## src/rtl/uart_tx_arbiter.sv

```systemverilog
// Two-requester round-robin front end for a Uart8 transmitter: accepts one byte,
// launches the frame, waits for busy/done, and abandons frames that stall.
module uart_tx_arbiter #(
   parameter int unsigned TIMEOUT_CYCLES = 65535  // legal range 2..65535
) (
   input  logic       clk,
   input  logic       reset,
   input  logic       en,
   input  logic       req0_valid,
   input  logic [7:0] req0_data,
   output logic       req0_ready,
   input  logic       req1_valid,
   input  logic [7:0] req1_data,
   output logic       req1_ready,
   output logic       txEn,
   output logic       txStart,
   output logic [7:0] txIn,
   input  logic       txBusy,
   input  logic       txDone,
   output logic       sent,
   output logic       sentId,
   output logic       timeoutErr
);

   typedef enum logic [1:0] {
      S_IDLE,
      S_START,
      S_SEND,
      S_DONE
   } state_t;

   localparam logic [15:0] CNT_LAST = 16'(TIMEOUT_CYCLES - 1);

   state_t      r_state;
   state_t      w_state_nxt;
   logic [7:0]  r_tx_in;
   logic        r_cur_id;
   logic        r_last_grant;
   logic        r_timeout_err;
   logic [15:0] r_cnt;

   logic        w_grant0;
   logic        w_grant1;
   logic        w_transfer;
   logic        w_timeout;
   logic        w_cnt_last;

   // Only IDLE grants; on contention the requester that did not go last wins.
   always_comb begin
      // NOTE: every combinational output gets a default first so no path
      // leaves it unassigned, which would otherwise infer a latch.
      w_grant0 = 1'b0;
      w_grant1 = 1'b0;
      if (r_state == S_IDLE && en && !reset) begin
         if (req0_valid && (!req1_valid || r_last_grant)) begin
            w_grant0 = 1'b1;
         end else if (req1_valid) begin
            w_grant1 = 1'b1;
         end
      end
   end

   assign w_transfer = w_grant0 | w_grant1;
   assign w_cnt_last = (r_cnt == CNT_LAST);

   always_ff @(posedge clk or posedge reset) begin
      if (reset) begin
         // NOTE: sequential state uses non-blocking assignment so every
         // register samples the pre-edge values of the others.
         r_state <= S_IDLE;
      end else begin
         r_state <= w_state_nxt;
      end
   end

   // Done is checked before busy and before the timeout: a completion always
   // beats both the START->SEND hop and an expiring counter on the same edge.
   always_comb begin
      w_state_nxt = r_state;
      w_timeout   = 1'b0;
      case (r_state)
         S_IDLE: begin
            if (w_transfer) begin
               w_state_nxt = S_START;
            end
         end
         S_START: begin
            if (txDone) begin
               w_state_nxt = S_DONE;
            end else if (txBusy) begin
               w_state_nxt = S_SEND;
            end else if (w_cnt_last) begin
               w_state_nxt = S_IDLE;
               w_timeout   = 1'b1;
            end
         end
         S_SEND: begin
            if (txDone) begin
               w_state_nxt = S_DONE;
            end else if (w_cnt_last) begin
               w_state_nxt = S_IDLE;
               w_timeout   = 1'b1;
            end
         end
         S_DONE: begin
            w_state_nxt = S_IDLE;
         end
         default: begin
            w_state_nxt = S_IDLE;
         end
      endcase
   end

   always_ff @(posedge clk or posedge reset) begin
      if (reset) begin
         r_tx_in       <= 8'h00;
         r_cur_id      <= 1'b0;
         r_last_grant  <= 1'b1;
         r_cnt         <= 16'd0;
         r_timeout_err <= 1'b0;
      end else begin
         r_timeout_err <= w_timeout;
         if (w_transfer) begin
            r_tx_in  <= w_grant1 ? req1_data : req0_data;
            r_cur_id <= w_grant1;
            r_cnt    <= 16'd0;
         end else if (r_state == S_START || r_state == S_SEND) begin
            r_cnt <= r_cnt + 16'd1;
         end else begin
            r_cnt <= 16'd0;
         end
         // An abandoned frame still counts as that requester's turn.
         if (r_state == S_DONE || w_timeout) begin
            r_last_grant <= r_cur_id;
         end
      end
   end

   assign req0_ready = w_grant0;
   assign req1_ready = w_grant1;
   assign txStart    = (r_state == S_START);
   assign txEn       = en | (r_state != S_IDLE);
   assign txIn       = r_tx_in;
   assign sent       = (r_state == S_DONE);
   assign sentId     = (r_state == S_DONE) & r_cur_id;
   assign timeoutErr = r_timeout_err;

endmodule

```

## config.mk

```make
export PLATFORM = sky130hd
export DESIGN_NAME = uart_tx_arbiter
export DESIGN_NICKNAME = d
export VERILOG_FILES = /design/src/rtl/uart_tx_arbiter.sv
export SDC_FILE = /design/constraint.sdc
export NUM_CORES = 1
export LEC_CHECK = 0
export ABC_AREA = 1
export BUFFER_PORTS_ARGS = -buffer_cell sky130_fd_sc_hd__buf_2
export CAP_MARGIN = 0
export CORE_ASPECT_RATIO = 0.7
export CORE_MARGIN = 5
export CORE_UTILIZATION = 53
export DETAILED_ROUTE_END_ITERATION = 16
export PLACE_DENSITY = 0.78
export SLEW_MARGIN = 10
export SYNTH_ARGS = -nofsm -noshare
export SYNTH_HDL_FRONTEND = slang
export SYNTH_SLANG_ARGS = --single-unit
```

## constraint.sdc

```tcl
create_clock -name clk -period 2.08 [get_ports clk]
set_input_delay 0.104 -clock clk [delete_from_list [all_inputs] [get_ports clk]]
set_output_delay 0.104 -clock clk [all_outputs]
set_load 0.02 [all_outputs]
```

Word level (Yosys, flattened, before mapping)
Cells that the tools add are included.
{"block": "totals", "register_bits": 29, "input_bits": 23, "output_inout_bits": 15}
{"block": "classes", "addsub": 1, "n_eq_ne": 5, "mux": 19, "n_bitwise": 3, "n_reduce_logical": 10}
{"cell": "$mux 16", "count": 2}
{"cell": "$add 16x1->16 const B", "count": 1}
{"cell": "$eq 16x16->1 const B", "count": 1}
{"cell": "$mux 2", "count": 5}
{"cell": "$mux 1", "count": 9}
{"cell": "$mux 8", "count": 1}
{"cell": "$pmux 2 s4", "count": 1}
{"cell": "$eq 2x2->1 const B", "count": 2}
{"cell": "$logic_and 1x1->1", "count": 3}
{"cell": "$logic_or 1x1->1", "count": 3}
{"cell": "$eq 2x1->1 const B", "count": 1}
{"cell": "$logic_not 1->1", "count": 2}
{"cell": "$logic_not 2->1", "count": 1}
{"cell": "$ne 2x2->1 const B", "count": 1}
{"cell": "$or 1x1->1", "count": 2}
{"cell": "$pmux 1 s2", "count": 1}
{"cell": "$reduce_bool 2->1", "count": 1}
{"cell": "$and 1x1->1", "count": 1}

Longest topological paths before layout
Gate-level depths: netlist (run 1).
{"block": "depth", "ltp_word": 8, "ltp_mapped": 11, "ltp_nobuf": 10}

Worst setup path before layout (run 1)
No wires, ideal clock.
{"block": "synth_path", "kind": "reg2reg", "from": "register r_state[0]", "to": "register r_state[1]", "t_arrival_ps": 1350, "required_ps": 1963, "slack_ps": 614, "stages_incl_launch_ff": 11, "path_buffers": 1, "period_less_slack_ps": 1466, "path_cell_list": "dfrtp_1 -> inv_1 -> ha_1 -> nand2_2 -> nor2_4 -> nand3_2 -> nand2_4 -> buf_6 -> inv_2 -> nand3_1 -> nand2_1"}
{"block": "synth_between", "elab_chain_len": 6, "elab_cells_between_ends": 11, "classes_between": "eq/ne (4); mux (3); bitwise (1); reduce/logical (3)"}
{"element": "from (decl)", "line": "34", "text": "state_t r_state;"}
{"element": "from (signal assigned)", "line": "72", "text": "r_state <= w_state_nxt;"}
{"element": "$logic_not 2->1", "line": "54, 81"}
{"element": "$logic_and 1x1->1 (2 in a row)", "line": "54", "text": "if (r_state == S_IDLE && en && !reset) begin"}
{"element": "$mux 1", "line": "54"}
{"element": "$or 1x1->1", "line": "63", "text": "assign w_transfer = w_grant0 | w_grant1;"}
{"element": "$ne 2x2->1 (no source line)"}
Parallel ways exist; a longest one is shown, timed or not.
A chain may end at the register's enable or synchronous reset.

Final worst setup path (run 1)
{"block": "layout_path", "from": "register r_state[1]", "to": "output port req1_ready"}
{"block": "layout_between", "elab_chain_len": 4}
{"element": "$logic_not 2->1", "line": "54"}
{"element": "$logic_and 1x1->1 (2 in a row)", "line": "54"}
{"element": "$mux 1", "line": "54"}
{"element": "to (decl)", "line": "14", "text": "output logic req1_ready,"}
Every way passes these cells.

==> metrics.log, run 1 <==
[metrics] initial standard-cell utilization of the core: 54.5%
[metrics] die outline area: 4460 sq um
[metrics] via count of the first global-routing pass: 1450
[metrics] startpoint types: flip-flop
[metrics] post-detailed-route count of antenna-violating nets: 0
[metrics] nets in the synthesized netlist: about 260
[metrics] post-layout worst setup margin: ~190 ps
[metrics] worst hold path depth: 3
[metrics] DR vias/cell: 5.10
[metrics] number of warnings issued by yosys: 0
[metrics] setup violation total in the final timing report: 0
[metrics] Final Max Slew Viols: 0
[metrics] average cell area after synthesis: 7.57 sq um
[metrics] count of different cell masters after synthesis: 24
[metrics] area delta synth->final: 19.8%
[metrics] VDD IR-drop max: 630 uV
[metrics] critical path endpoint category: primary output
[metrics] GPL Wtd Cong: 0.907
[metrics] initial antenna violation count: 0
[metrics] Total Routing Usage GR: 18.4%
[metrics] crit path time final: 1890 ps
[metrics] horizontal die dimension: roughly 80 um
[metrics] count of TritonRoute iterations in the first routing pass: 4
[metrics] portion of the clock cycle consumed by the worst path in the final layout: ~90%
[metrics] total number of nets in the final design: 300
[metrics] sequential power share: 36.5%
[metrics] setup TNS: 0 ps
[metrics] number of primary I/O pins: 38
[metrics] sequential element share of the synthesized area: a little over two fifths
[metrics] internal power summed over all cells: 1.31 mW
[metrics] maximum operating frequency: 528 MHz
[metrics] portion of synthesized cell area occupied by the leading cell type: 41.1%
[metrics] wire length of the first global-routing pass: approximately 6.6 mm
[metrics] biggest area contributors in the synthesized netlist: sky130_fd_sc_hd__dfrtp_1 (41%), sky130_fd_sc_hd__nand2_1 (11%), sky130_fd_sc_hd__nor2_1 (10%), sky130_fd_sc_hd__inv_1 (5.5%), sky130_fd_sc_hd__ha_1 (5.1%)
[metrics] Leak: 0.996 nW
[metrics] combinational power share: between 40 and 50%
[metrics] vertical die dimension: 57.4 um
[metrics] share of power burned in the clock network: between 20% and 30%
[metrics] pre-CTS worst setup slack: approximately 320 ps
[metrics] Worst-path clk slew: 70 ps
[metrics] max-capacitance violation count: 0
[metrics] vias after detailed routing: 1576
[metrics] mapped cell area: around 1700 sq um
[metrics] cell taking the most area after synthesis: sky130_fd_sc_hd__dfrtp_1
[metrics] input/output buffers: 37
[metrics] Detail Placement HPWL: slightly below 3 mm
[metrics] worst-case reg-to-reg path depth: 9
[metrics] clock latency on the worst-skew pair: 290 ps
[metrics] final-layout worst hold slack: 71.5 ps
[metrics] utilization after layout: roughly two thirds
[metrics] Num CTS Buffers: 5
[metrics] Floorplan Core Area: 3130 sq um
[metrics] CP max FO: 11
[metrics] worst slew margin relative to its limit: ~60%
[metrics] maximum buffer depth of the clock tree: 2
[metrics] type of the worst min-delay path: primary input to flip-flop
[metrics] worst clock skew on the final layout: 9.24 ps
[metrics] slew at the pin with the worst max-slew slack: 590 ps
[metrics] Seq cells post-synth: 29
[metrics] standard-cell rows: 17
[metrics] switching part of the total power: 41.0%
[metrics] Hold Fails Final Rpt: 0
[metrics] detail-routed net length per standard cell: approximately 12 um
[metrics] Worst EP required: 1980 ps
[metrics] number of standard cells after synthesis: 225
[metrics] total wirelength of the detailed-routed design: approximately 3.8 mm
[metrics] number of DRC markers after the initial detailed-route iteration: 163
[metrics] CTS sink count: 29
[metrics] fraction of layout cells with a size suffix above 1: between 20% and 30%
[metrics] root buf cell: sky130_fd_sc_hd__clkbuf_8
[metrics] antenna cell count: 0
[metrics] status: complete, no violations
[metrics] CTS tree: done
[metrics] cell area power density: 1090 nW/um^2
[metrics] Worst Path Class, Setup: flip-flop to primary output
[metrics] maximum number of pins on one net before global-route repair: 16
[metrics] Final Power: 2.23 mW
[metrics] DRC violation count after routing: 0
[metrics] total congestion overflow after global routing: 0
[metrics] post-CTS repair timing setup buffer count: 0
[metrics] maximum level of the CTS H-tree: 2
[metrics] critical path arrival: around 1800 ps
[metrics] total net switching power: 0.913 mW
[metrics] setup repair after global routing missed its margin: no
[metrics] number of gates resized after cts: 0
## what timing repair did
item,CTS,global route
endpoints found under the setup margin,0,0
hold endpoints to repair,12,0
hold buffers,1,0
## worst paths after layout
check | startpoint | end | slack, ps
setup / recovery | r_state[1] | req1_ready | 190
hold / removal | req1_data[3] | txIn[3] | 70
setup reg to reg | r_state[1] | r_cnt[13] | 260
hold reg to reg | r_cnt[0] | r_cnt[0] | 470
max in group asynchronous | reset | r_cnt[8] | 1080
min in group asynchronous | reset | txIn[3] | 450
## power by group through the flow
stage	logic (mW)	registers, mW	clock network (mW)
6_report	0.895	0.812	0.520
5_1_grt	0.999	0.837	0.558
4_1_cts	0.899	0.813	0.526
3_5_place_dp	0.890	0.819	0
3_3_place_gp	0.881	0.820	0
2_1_floorplan	0.551	0.904	0
## routing by layer
layer  vias to the layer above  wire length, um  track usage (%)
li1                        790                -                -
met5                         -                0                0
met2                        51             1590             24.9
met1                       730             1940             28.1
met4                         0               40             6.62
met3                         5              264             4.73
## cell usage in the layout (no fill, tap or decap)
cell type,count
sky130_fd_sc_hd__ha_1,7
sky130_fd_sc_hd__buf_4,2
sky130_fd_sc_hd__inv_2,2
sky130_fd_sc_hd__nand2_1,49
sky130_fd_sc_hd__inv_1,25
sky130_fd_sc_hd__o21bai_1,1
sky130_fd_sc_hd__nand3_1,11
sky130_fd_sc_hd__xnor2_1,3
sky130_fd_sc_hd__o21ai_0,11
sky130_fd_sc_hd__o21ai_1,11
sky130_fd_sc_hd__clkbuf_8,7
sky130_fd_sc_hd__a21oi_1,7
sky130_fd_sc_hd__nor2_1,46
sky130_fd_sc_hd__nand2_4,1
sky130_fd_sc_hd__buf_2,37
sky130_fd_sc_hd__dlygate4sd3_1,1
sky130_fd_sc_hd__xor2_1,3
sky130_fd_sc_hd__dfrtp_1,28
sky130_fd_sc_hd__nand3_2,2
sky130_fd_sc_hd__clkinv_2,1
sky130_fd_sc_hd__o21bai_2,1
sky130_fd_sc_hd__dfstp_2,1
sky130_fd_sc_hd__clkinv_1,1
sky130_fd_sc_hd__nor2_4,4
sky130_fd_sc_hd__nor4_1,1
sky130_fd_sc_hd__nand2_2,5
sky130_fd_sc_hd__nor2_2,2
sky130_fd_sc_hd__nand4_1,1
## sequential cells by signal, summed over array words and instances (netlist names)
signal        flops
r_last_grant      1
txIn              8
r_cnt            16
r_state           2
timeoutErr        1
r_cur_id          1
## cell usage after synthesis
library cell	instances
sky130_fd_sc_hd__nand2_1	49
sky130_fd_sc_hd__nor2_1	46
sky130_fd_sc_hd__dfrtp_1	28
sky130_fd_sc_hd__inv_1	25
sky130_fd_sc_hd__nand3_1	11
sky130_fd_sc_hd__o21ai_0	11
sky130_fd_sc_hd__o21ai_1	11
sky130_fd_sc_hd__a21oi_1	7
sky130_fd_sc_hd__ha_1	7
sky130_fd_sc_hd__nand2_2	5
sky130_fd_sc_hd__nor2_4	4
sky130_fd_sc_hd__xnor2_1	3
sky130_fd_sc_hd__xor2_1	3
sky130_fd_sc_hd__buf_6	2
sky130_fd_sc_hd__inv_2	2
sky130_fd_sc_hd__nand3_2	2
sky130_fd_sc_hd__nor2_2	2
sky130_fd_sc_hd__clkinv_1	1
sky130_fd_sc_hd__dfstp_2	1
sky130_fd_sc_hd__nand2_4	1
sky130_fd_sc_hd__nand4_1	1
sky130_fd_sc_hd__nor4_1	1
sky130_fd_sc_hd__o21bai_1	1
sky130_fd_sc_hd__o21bai_2	1
## kinds of logic (layout without fill, tap and decap cells)
group | after synthesis | in the layout | share of synthesized area (%)
buf+inv | 30 | 76 | 7.49
simple gates | 122 | 122 | 32.0
xor+xnor | 6 | 6 | 3.09
fa+ha+maj | 7 | 7 | 5.14
flops | 29 | 29 | 42.7
compound gates | 31 | 31 | 9.62
## per-stage QoR
stage,area [sq um],instances
floorplan,1700,225
global placement,1930,300
detailed placement,1930,300
CTS,2040,309
global route,2040,309
finish,2040,309
## layout make-up
| cell class | instances | area (sq um) |
|---|---|---|
| Fill cell | 272 | 1090 |
| Multi-Input combinational cell | 166 | 848 |
| Sequential cell | 29 | 727 |
| Timing Repair Buffer | 40 | 210 |
| Inverter | 28 | 105 |
| Clock buffer | 7 | 96.3 |
| Tap cell | 38 | 47.5 |
| Clock inverter | 1 | 5.00 |
## worst max-delay path, stage by stage, from the launching register on
cell,delay (ps)
sky130_fd_sc_hd__dfrtp_1,430
sky130_fd_sc_hd__inv_1,130
sky130_fd_sc_hd__ha_1,270
sky130_fd_sc_hd__nand2_2,100
sky130_fd_sc_hd__nor2_4,120
sky130_fd_sc_hd__nand2_2,180
sky130_fd_sc_hd__inv_1,110
sky130_fd_sc_hd__buf_2,160
No activity file was read; power rests on OpenSTA's default activity.
==> run 2: changes to the inputs <==
--- a/config.mk
+++ b/config.mk
@@ -15,2 +15,3 @@
 export PLACE_DENSITY = 0.78
+export SETUP_SLACK_MARGIN = 0.15
 export SLEW_MARGIN = 10
==> constraint.sdc (replaced) <==
create_clock -name clk -period 2.08 [get_ports clk]
set_input_delay 0.416 -clock clk [delete_from_list [all_inputs] [get_ports clk]]
set_output_delay 0.416 -clock clk [all_outputs]
set_load 0.02 [all_outputs]
==> metrics.log, run 2 (synthesis results as in run 1) <==
[metrics] detail-routed net length per standard cell: 12.8 um (+3.0%)
[metrics] number of inserted filler cells in the final layout: 268 (-1.5%)
[metrics] standard-cell rows: 17 (unchanged)
[metrics] Total Routing Usage GR: 18.7% (+0.27 points)
[metrics] Final Power: 2.28 mW (+2.5%)
[metrics] Top reg by flops: r_cnt
[metrics] combinational power share: 44.8% (+4.6 points)
[metrics] input/output buffers: 37 (unchanged)
[metrics] CTS sink count: 29 (unchanged)
[metrics] setup TNS: 0 ps (unchanged)
[metrics] count of TritonRoute iterations in the first routing pass: 5 (+1)
[metrics] total wirelength of the detailed-routed design: 4.02 mm (+4.7%)
[metrics] Detail Placement HPWL: 2.95 mm (+0.73%)
[metrics] Critical R2R Capture: r_cnt[5]
[metrics] total net switching power: 0.948 mW (+3.9%)
[metrics] CP max FO: 3 (-8)
[metrics] type of the worst min-delay path: primary input to async pin
[metrics] CTS tree: done
[metrics] total congestion overflow after global routing: 0 (unchanged)
[metrics] vias after detailed routing: 1580 (+0.25%)
[metrics] sequential power share: 35.8% (-0.7 points)
[metrics] root buf cell: sky130_fd_sc_hd__clkbuf_8
[metrics] maximum buffer depth of the clock tree: 2 (unchanged)
[metrics] setup violation total in the final timing report: 0 (unchanged)
[metrics] portion of the clock cycle consumed by the worst path in the final layout: 90.4% (-0.58 points)
[metrics] Worst Path Class, Setup: flip-flop to primary output
[metrics] horizontal die dimension: 77.8 um (unchanged)
[metrics] crit path time final: 1880 ps (-12.0 ps)
[metrics] delay contributed by the slowest stage of the critical path: 410 ps (-20 ps)
[metrics] cell-by-cell listing of the critical path: inv_2 -> ha_4 -> nand2_4 -> nor2_4 -> inv_1 -> nor2_1 -> buf_4
[metrics] Worst EP required: 1660 ps (-320 ps)
[metrics] Worst-path clk slew: 70 ps (about the same)
[metrics] clock latency on the worst-skew pair: 280 ps (about the same)
[metrics] reg-to-reg startpoint: r_state[1]
[metrics] total cell area at the placement stage: 1920 sq um (-0.39%)
[metrics] Floorplan Core Area: 3130 sq um (unchanged)
[metrics] die outline area: 4460 sq um (unchanged)
[metrics] share of power burned in the clock network: 19.5% (-3.8 points)
[metrics] vertical die dimension: 57.4 um (unchanged)
[metrics] VDD IR-drop max: 747 uV (+19%)
[metrics] sum of buffers and inverters on the critical path: 3 (unchanged)
[metrics] number of primary I/O pins: 38 (unchanged)
[metrics] number of flip-flops in the largest register: 16 (unchanged)
[metrics] slew at the pin with the worst max-slew slack: 352 ps (-238 ps)
[metrics] worst clock skew on the final layout: 6.11 ps (-3.13 ps)
[metrics] internal power summed over all cells: 1.33 mW (+1.5%)
[metrics] max-capacitance violation count: 0 (unchanged)
[metrics] worst-case reg-to-reg path depth: 10 (+1)
[metrics] CP endpoint: req0_ready
[metrics] utilization after layout: 66.5% (+1.3 points)
[metrics] post-detailed-route count of antenna-violating nets: 0 (unchanged)
[metrics] DR vias/cell: 5.03 (-1.3%)
[metrics] WP depth: 7 (unchanged)
[metrics] area delta synth->final: 22.2%
[metrics] maximum level of the CTS H-tree: 2 (unchanged)
[metrics] Leak: 1.02 nW (+2.8%)
[metrics] maximum operating frequency: 532 MHz (+0.64%)
[metrics] initial antenna violation count: 0 (unchanged)
[metrics] fraction of layout cells with a size suffix above 1: 26.4% (+2.5 points)
[metrics] hold buffer count at CTS: 0 (-1)
[metrics] critical path arrival: 1460 ps (-330 ps)
[metrics] maximum number of pins on one net before global-route repair: 28 (+12)
[metrics] post-route standard cell area excluding fillers: 2080 sq um (+2.0%)
[metrics] Hold Fails Final Rpt: 0 (unchanged)
[metrics] Final Max Slew Viols: 0 (unchanged)
[metrics] setup repair after global routing missed its margin: yes
[metrics] wire length of the first global-routing pass: 6.73 mm (+1.8%)
[metrics] antenna cell count: 0 (unchanged)
[metrics] dominant delay contributor by cell family on the critical path: flip-flops
[metrics] initial standard-cell utilization of the core: 54.5% (unchanged)
[metrics] Num CTS Buffers: 5 (unchanged)
[metrics] DRC violation count after routing: 0 (unchanged)
[metrics] total number of nets in the final design: 305 (+1.7%)
[metrics] via count of the first global-routing pass: 1438 (-0.83%)
[metrics] post-layout worst setup margin: 199 ps (+12.0 ps)
[metrics] critical path endpoint category: primary output
[metrics] most common cell after layout, fill and taps aside: sky130_fd_sc_hd__nand2_1
[metrics] cell area power density: 1100 nW/um^2 (+0.42%)
[metrics] startpoint types: flip-flop
[metrics] status: complete, no violations
[metrics] switching part of the total power: 41.6% (+0.58 points)
[metrics] timing startpoint of the critical path: r_state[1]
[metrics] GPL Wtd Cong: 0.900 (-0.72%)
[metrics] number of DRC markers after the initial detailed-route iteration: 96 (-41%)
[metrics] commonest cells after routing, fill and taps aside: sky130_fd_sc_hd__nand2_1 (49), sky130_fd_sc_hd__nor2_1 (46), sky130_fd_sc_hd__buf_2 (36)
[metrics] R2R Setup Slk: 400 ps (+140 ps)
[metrics] master of the slowest instance on the critical path: sky130_fd_sc_hd__dfrtp_1
[metrics] pre-CTS worst setup slack: 197 ps (-126 ps)
[metrics] worst slew margin relative to its limit: 76.5% (+16 points)
run 2: changes by cell type in the layout (fill, tap and decap cells not counted), sizes merged:
| cell | previous run | this run |
|---|---|---|
| buf | 39 | 45 |
| clkbuf | 7 | 6 |
| clkinv | 2 | 3 |
| dlygate4sd3 | 1 | 0 |
run 2: power groups by stage:
stage,clock network (mW),logic [mW],registers (mW)
after global routing,0.480,1.15,0.834
after global placement,0,0.876,0.822
after floorplan,0,0.551,0.904
after CTS,0.453,0.934,0.815
after detailed placement,0,0.894,0.820
final,0.444,1.02,0.816
run 2: cell type report:
type                       count  area, sq um  share of cell area [%]
tap                           38         47.5                    2.29
timing repair buffer          45          248                    11.9
clock inverter                 2         10.0                   0.481
inverter                      28          105                    5.05
multi-input combinational    166          871                    41.9
sequential                    29          727                    34.9
clock buffer                   6         72.6                    3.49
run 2: worst min path at each step:
stage,startpoint,to,cells past startpoint
2_1_floorplan,r_cnt[0],r_cnt[0],1
3_3_place_gp,reset,r_cur_id,2
5_1_grt,reset,r_cur_id,2
6_report,reset,r_cur_id,2
3_5_place_dp,reset,r_cur_id,2
4_1_cts,reset,r_cur_id,2
run 2: per-stage QoR:
stage,hold WS [ps],cells
floorplan,432,225
global placement,323,299
detailed placement,331,299
CTS,34.4,308
global route,39.0,314
finish,39.1,314
run 2: timing repair:
item | in CTS | in global routing
resized for setup | 5 | 2
hold endpoints to repair | 0 | 0
gates cloned | 0 | 0
endpoints found under the setup margin | 2 | 2
buffers inserted | 1 | 6
pin swaps | 0 | 3
run 2: metal layers:
metal | vias to the layer above | routed length [um] | GRT usage, %
met4 | 0 | 19 | 4.41
met1 | 725 | 2050 | 28.7
met3 | 2 | 260 | 5.52
met2 | 54 | 1680 | 25.6
li1 | 799 | - | -
met5 | - | 0 | 0
==> run 3: changes to the inputs <==
ABC_AREA = 0   (was 1)
CELL_PAD_IN_SITES_DETAIL_PLACEMENT = 0   (was unset)
CELL_PAD_IN_SITES_GLOBAL_PLACEMENT = 1   (was unset)
CORE_UTILIZATION = 40   (was 53)
PLACE_DENSITY = unset   (was 0.78)
PLACE_DENSITY_LB_ADDON = 0.1   (was unset)
RECOVER_POWER = 100   (was unset)
==> metrics.log, run 3 <==
[metrics] non-filler instance count after layout: 272 (-13%)
[metrics] most common cell in the synthesized netlist: sky130_fd_sc_hd__dfrtp_1
[metrics] initial standard-cell utilization of the core: 41.6% (-13 points)
[metrics] R2R Setup Slk: 240 ps (-160 ps)
[metrics] Top reg by flops: r_cnt
[metrics] nets in the synthesized netlist: 202 (-21%)
[metrics] CTS sink count: 29 (unchanged)
[metrics] DR vias/cell: 5.31 (+5.6%)
[metrics] number of inserted filler cells in the final layout: 404 (+51%)
[metrics] maximum buffer depth of the clock tree: 2 (unchanged)
[metrics] Worst EP required: 1660 ps (about the same)
[metrics] antenna cell count: 0 (unchanged)
[metrics] setup violation total in the final timing report: 0 (unchanged)
[metrics] maximum operating frequency: 524 MHz (-1.4%)
[metrics] GPL Wtd Cong: 0.898 (-0.23%)
[metrics] post-layout worst setup margin: 172 ps (-27.6 ps)
[metrics] input/output buffers: 37 (unchanged)
[metrics] sequential element share of the synthesized area: 44.6% (+1.9 points)
[metrics] cell-by-cell listing of the critical path: inv_1 -> ha_4 -> and3b_1 -> and3_1 -> buf_4
[metrics] horizontal die dimension: 86.3 um (+11%)
[metrics] CP endpoint: req1_ready
[metrics] top cell types by occurrence after synthesis: sky130_fd_sc_hd__dfrtp_1 (28), sky130_fd_sc_hd__nor2_1 (24), sky130_fd_sc_hd__a21oi_1 (14), sky130_fd_sc_hd__nand2_1 (9)
[metrics] count of TritonRoute iterations in the first routing pass: 4 (-1)
[metrics] number of synthesized flops with an enable pin: 0 (unchanged)
[metrics] wire length of the first global-routing pass: 6.78 mm (+0.71%)
[metrics] count of different cell masters after synthesis: 40 (+67%)
[metrics] utilization after layout: 51.4% (-15 points)
[metrics] maximum level of the CTS H-tree: 2 (unchanged)
[metrics] number of flip-flops in the largest register: 16 (unchanged)
[metrics] DRC violation count after routing: 0 (unchanged)
[metrics] cell area power density: 1170 nW/um^2 (+6.7%)
[metrics] CTS tree: done
[metrics] post-detailed-route count of antenna-violating nets: 0 (unchanged)
[metrics] critical path arrival: 1490 ps (+30 ps)
[metrics] Final Max Slew Viols: 0 (unchanged)
[metrics] number of DRC markers after the initial detailed-route iteration: 53 (-45%)
[metrics] number of primary I/O pins: 38 (unchanged)
[metrics] via count of the first global-routing pass: 1450 (+0.83%)
[metrics] max-capacitance violation count: 0 (unchanged)
[metrics] portion of the clock cycle consumed by the worst path in the final layout: 91.7% (+1.3 points)
[metrics] die outline area: 5470 sq um (+23%)
[metrics] most common cell after layout, fill and taps aside: sky130_fd_sc_hd__dfrtp_1
[metrics] mapped cell area: 1630 sq um (-4.3%)
[metrics] startpoint types: flip-flop
[metrics] Critical R2R Capture: r_state[1]
[metrics] total number of nets in the final design: 249 (-18%)
[metrics] critical path endpoint category: primary output
[metrics] portion of synthesized cell area occupied by the leading cell type: 43.0% (+1.8 points)
[metrics] reg-to-reg startpoint: r_state[1]
[metrics] cell taking the most area after synthesis: sky130_fd_sc_hd__dfrtp_1
[metrics] Worst Path Class, Setup: flip-flop to primary output
[metrics] Num CTS Buffers: 5 (unchanged)
[metrics] setup TNS: 0 ps (unchanged)
[metrics] number of warnings issued by yosys: 0 (unchanged)
[metrics] dpl cells: 261 (-13%)
[metrics] crit path time final: 1910 ps (+27.6 ps)
[metrics] average cell area after synthesis: 9.48 sq um (+25%)
[metrics] worst slew margin relative to its limit: 67.9% (-8.6 points)
[metrics] CP max FO: 7 (+4)
[metrics] Seq cells post-synth: 29 (unchanged)
[metrics] pre-CTS worst setup slack: 173 ps (-24.8 ps)
[metrics] clock latency on the worst-skew pair: 270 ps (about the same)
[metrics] commonest cells after routing, fill and taps aside: sky130_fd_sc_hd__dfrtp_1 (28), sky130_fd_sc_hd__nor2_1 (23), sky130_fd_sc_hd__buf_2 (22)
[metrics] Final Power: 2.36 mW (+3.5%)
[metrics] total congestion overflow after global routing: 0 (unchanged)
[metrics] master of the slowest instance on the critical path: sky130_fd_sc_hd__dfrtp_1
[metrics] detail-routed net length per standard cell: 14.2 um (+11%)
[metrics] biggest area contributors in the synthesized netlist: sky130_fd_sc_hd__dfrtp_1 (43%), sky130_fd_sc_hd__nor2_1 (5.5%), sky130_fd_sc_hd__ha_1 (5.4%), sky130_fd_sc_hd__a21oi_1 (4.3%), sky130_fd_sc_hd__xor2_1 (3.8%)
[metrics] Floorplan Core Area: 3920 sq um (+25%)
[metrics] area delta synth->final: 23.7%
[metrics] dominant delay contributor by cell family on the critical path: flip-flops
[metrics] Total Routing Usage GR: 15.6% (-3.1 points)
[metrics] Leak: 0.859 nW (-16%)
[metrics] type of the worst min-delay path: primary input to async pin
[metrics] Hold Fails Final Rpt: 0 (unchanged)
[metrics] slew at the pin with the worst max-slew slack: 477 ps (+125 ps)
[metrics] Worst-path clk slew: 60 ps (about the same)
[metrics] status: complete, no violations
[metrics] fraction of registers with async set/reset: 100% (unchanged)
[metrics] initial antenna violation count: 0 (unchanged)
[metrics] worst-case reg-to-reg path depth: 6 (-4)
[metrics] setup repair after global routing missed its margin: no
[metrics] WP depth: 5 (-2)
[metrics] Detail Placement HPWL: 2.96 mm (+0.25%)
[metrics] total wirelength of the detailed-routed design: 3.85 mm (-4.1%)
[metrics] vertical die dimension: 63.4 um (+10%)
[metrics] worst clock skew on the final layout: 2.36 ps (-3.75 ps)
[metrics] delay contributed by the slowest stage of the critical path: 370 ps (-40 ps)
[metrics] maximum number of pins on one net before global-route repair: 30 (+7.1%)
[metrics] timing startpoint of the critical path: r_state[1]
[metrics] VDD IR-drop max: 718 uV (-3.8%)
[metrics] sum of buffers and inverters on the critical path: 2 (-1)
[metrics] vias after detailed routing: 1445 (-8.5%)
[metrics] most used flip-flop cell after synthesis: sky130_fd_sc_hd__dfrtp_1
[metrics] fraction of layout cells with a size suffix above 1: 20.9% (-5.5 points)
[metrics] standard-cell rows: 19 (+2)
[metrics] root buf cell: sky130_fd_sc_hd__clkbuf_8
[metrics] number of standard cells after synthesis: 172 (-24%)
==> run 3: cells by family after synthesis <==
family / share of synthesized area, %
adders and majority gates: 5.37
xor gates and xnor gates: 4.30
DFF: 44.6
and+or+nand+nor: 23.4
AOI/OAI and AO/OA: 18.7
buffers and inverters: 3.68
==> run 3: layout make-up <==
| class | instances | area (sq um) | area share (%) |
|---|---|---|---|
| clock buffer | 7 | 86.3 | 4.28 |
| tap | 52 | 65.1 | 3.23 |
| inverter | 6 | 22.5 | 1.12 |
| clock inverter | 1 | 30.0 | 1.49 |
| timing repair buffer | 46 | 228 | 11.3 |
| multi-input combinational | 131 | 858 | 42.6 |
| sequential | 29 | 727 | 36.0 |
==> run 3: metal layers <==
layer / share of wire (%) / routed length [um] / global-route usage [%]
met4: 0.88 / 34 / 4.09
met5: 0 / 0 / 0
met1: 52 / 2020 / 22.3
met3: 5.7 / 219 / 4.69
met2: 41 / 1580 / 22.7
==> run 3: stage by stage <==
| stage | hold slack, ps | area [sq um] |
|---|---|---|
| floorplan | 447 | 1630 |
| global placement | 460 | 1890 |
| detailed placement | 469 | 1890 |
| CTS | 228 | 2030 |
| global route | 245 | 2020 |
| finish | 202 | 2020 |
==> run 3: how the worst min path moves through the flow <==
stage,startpoint,end,slack [ps],depth (start not counted)
floorplan,r_cnt[0],r_cnt[0],450,1
global placement,r_cnt[0],r_cnt[0],460,1
detailed placement,r_cnt[0],r_cnt[0],470,1
CTS,reset,r_cur_id,230,3
global route,reset,r_cnt[9],250,3
finish,reset,txIn[2],200,3
==> run 3: where the power goes <==
group | total, mW | switching (mW) | internal, mW
registers | 0.821 | 0.109 | 0.712
clock network | 0.596 | 0.206 | 0.390
logic | 0.944 | 0.596 | 0.348
==> run 3: repair_timing <==
action                                  4_1_cts  5_1_grt
gates resized for setup                       4        3
endpoints found under the setup margin        2        2
gates cloned                                  0        0
pin swaps                                     0        0
setup buffers                                 2        1
hold buffers                                  0        0
==> run 3: tightest hold or removal path, stage by stage <==
cell	delay, ps
sky130_fd_sc_hd__clkbuf_1	90
sky130_fd_sc_hd__inv_1	50
sky130_fd_sc_hd__buf_4	330
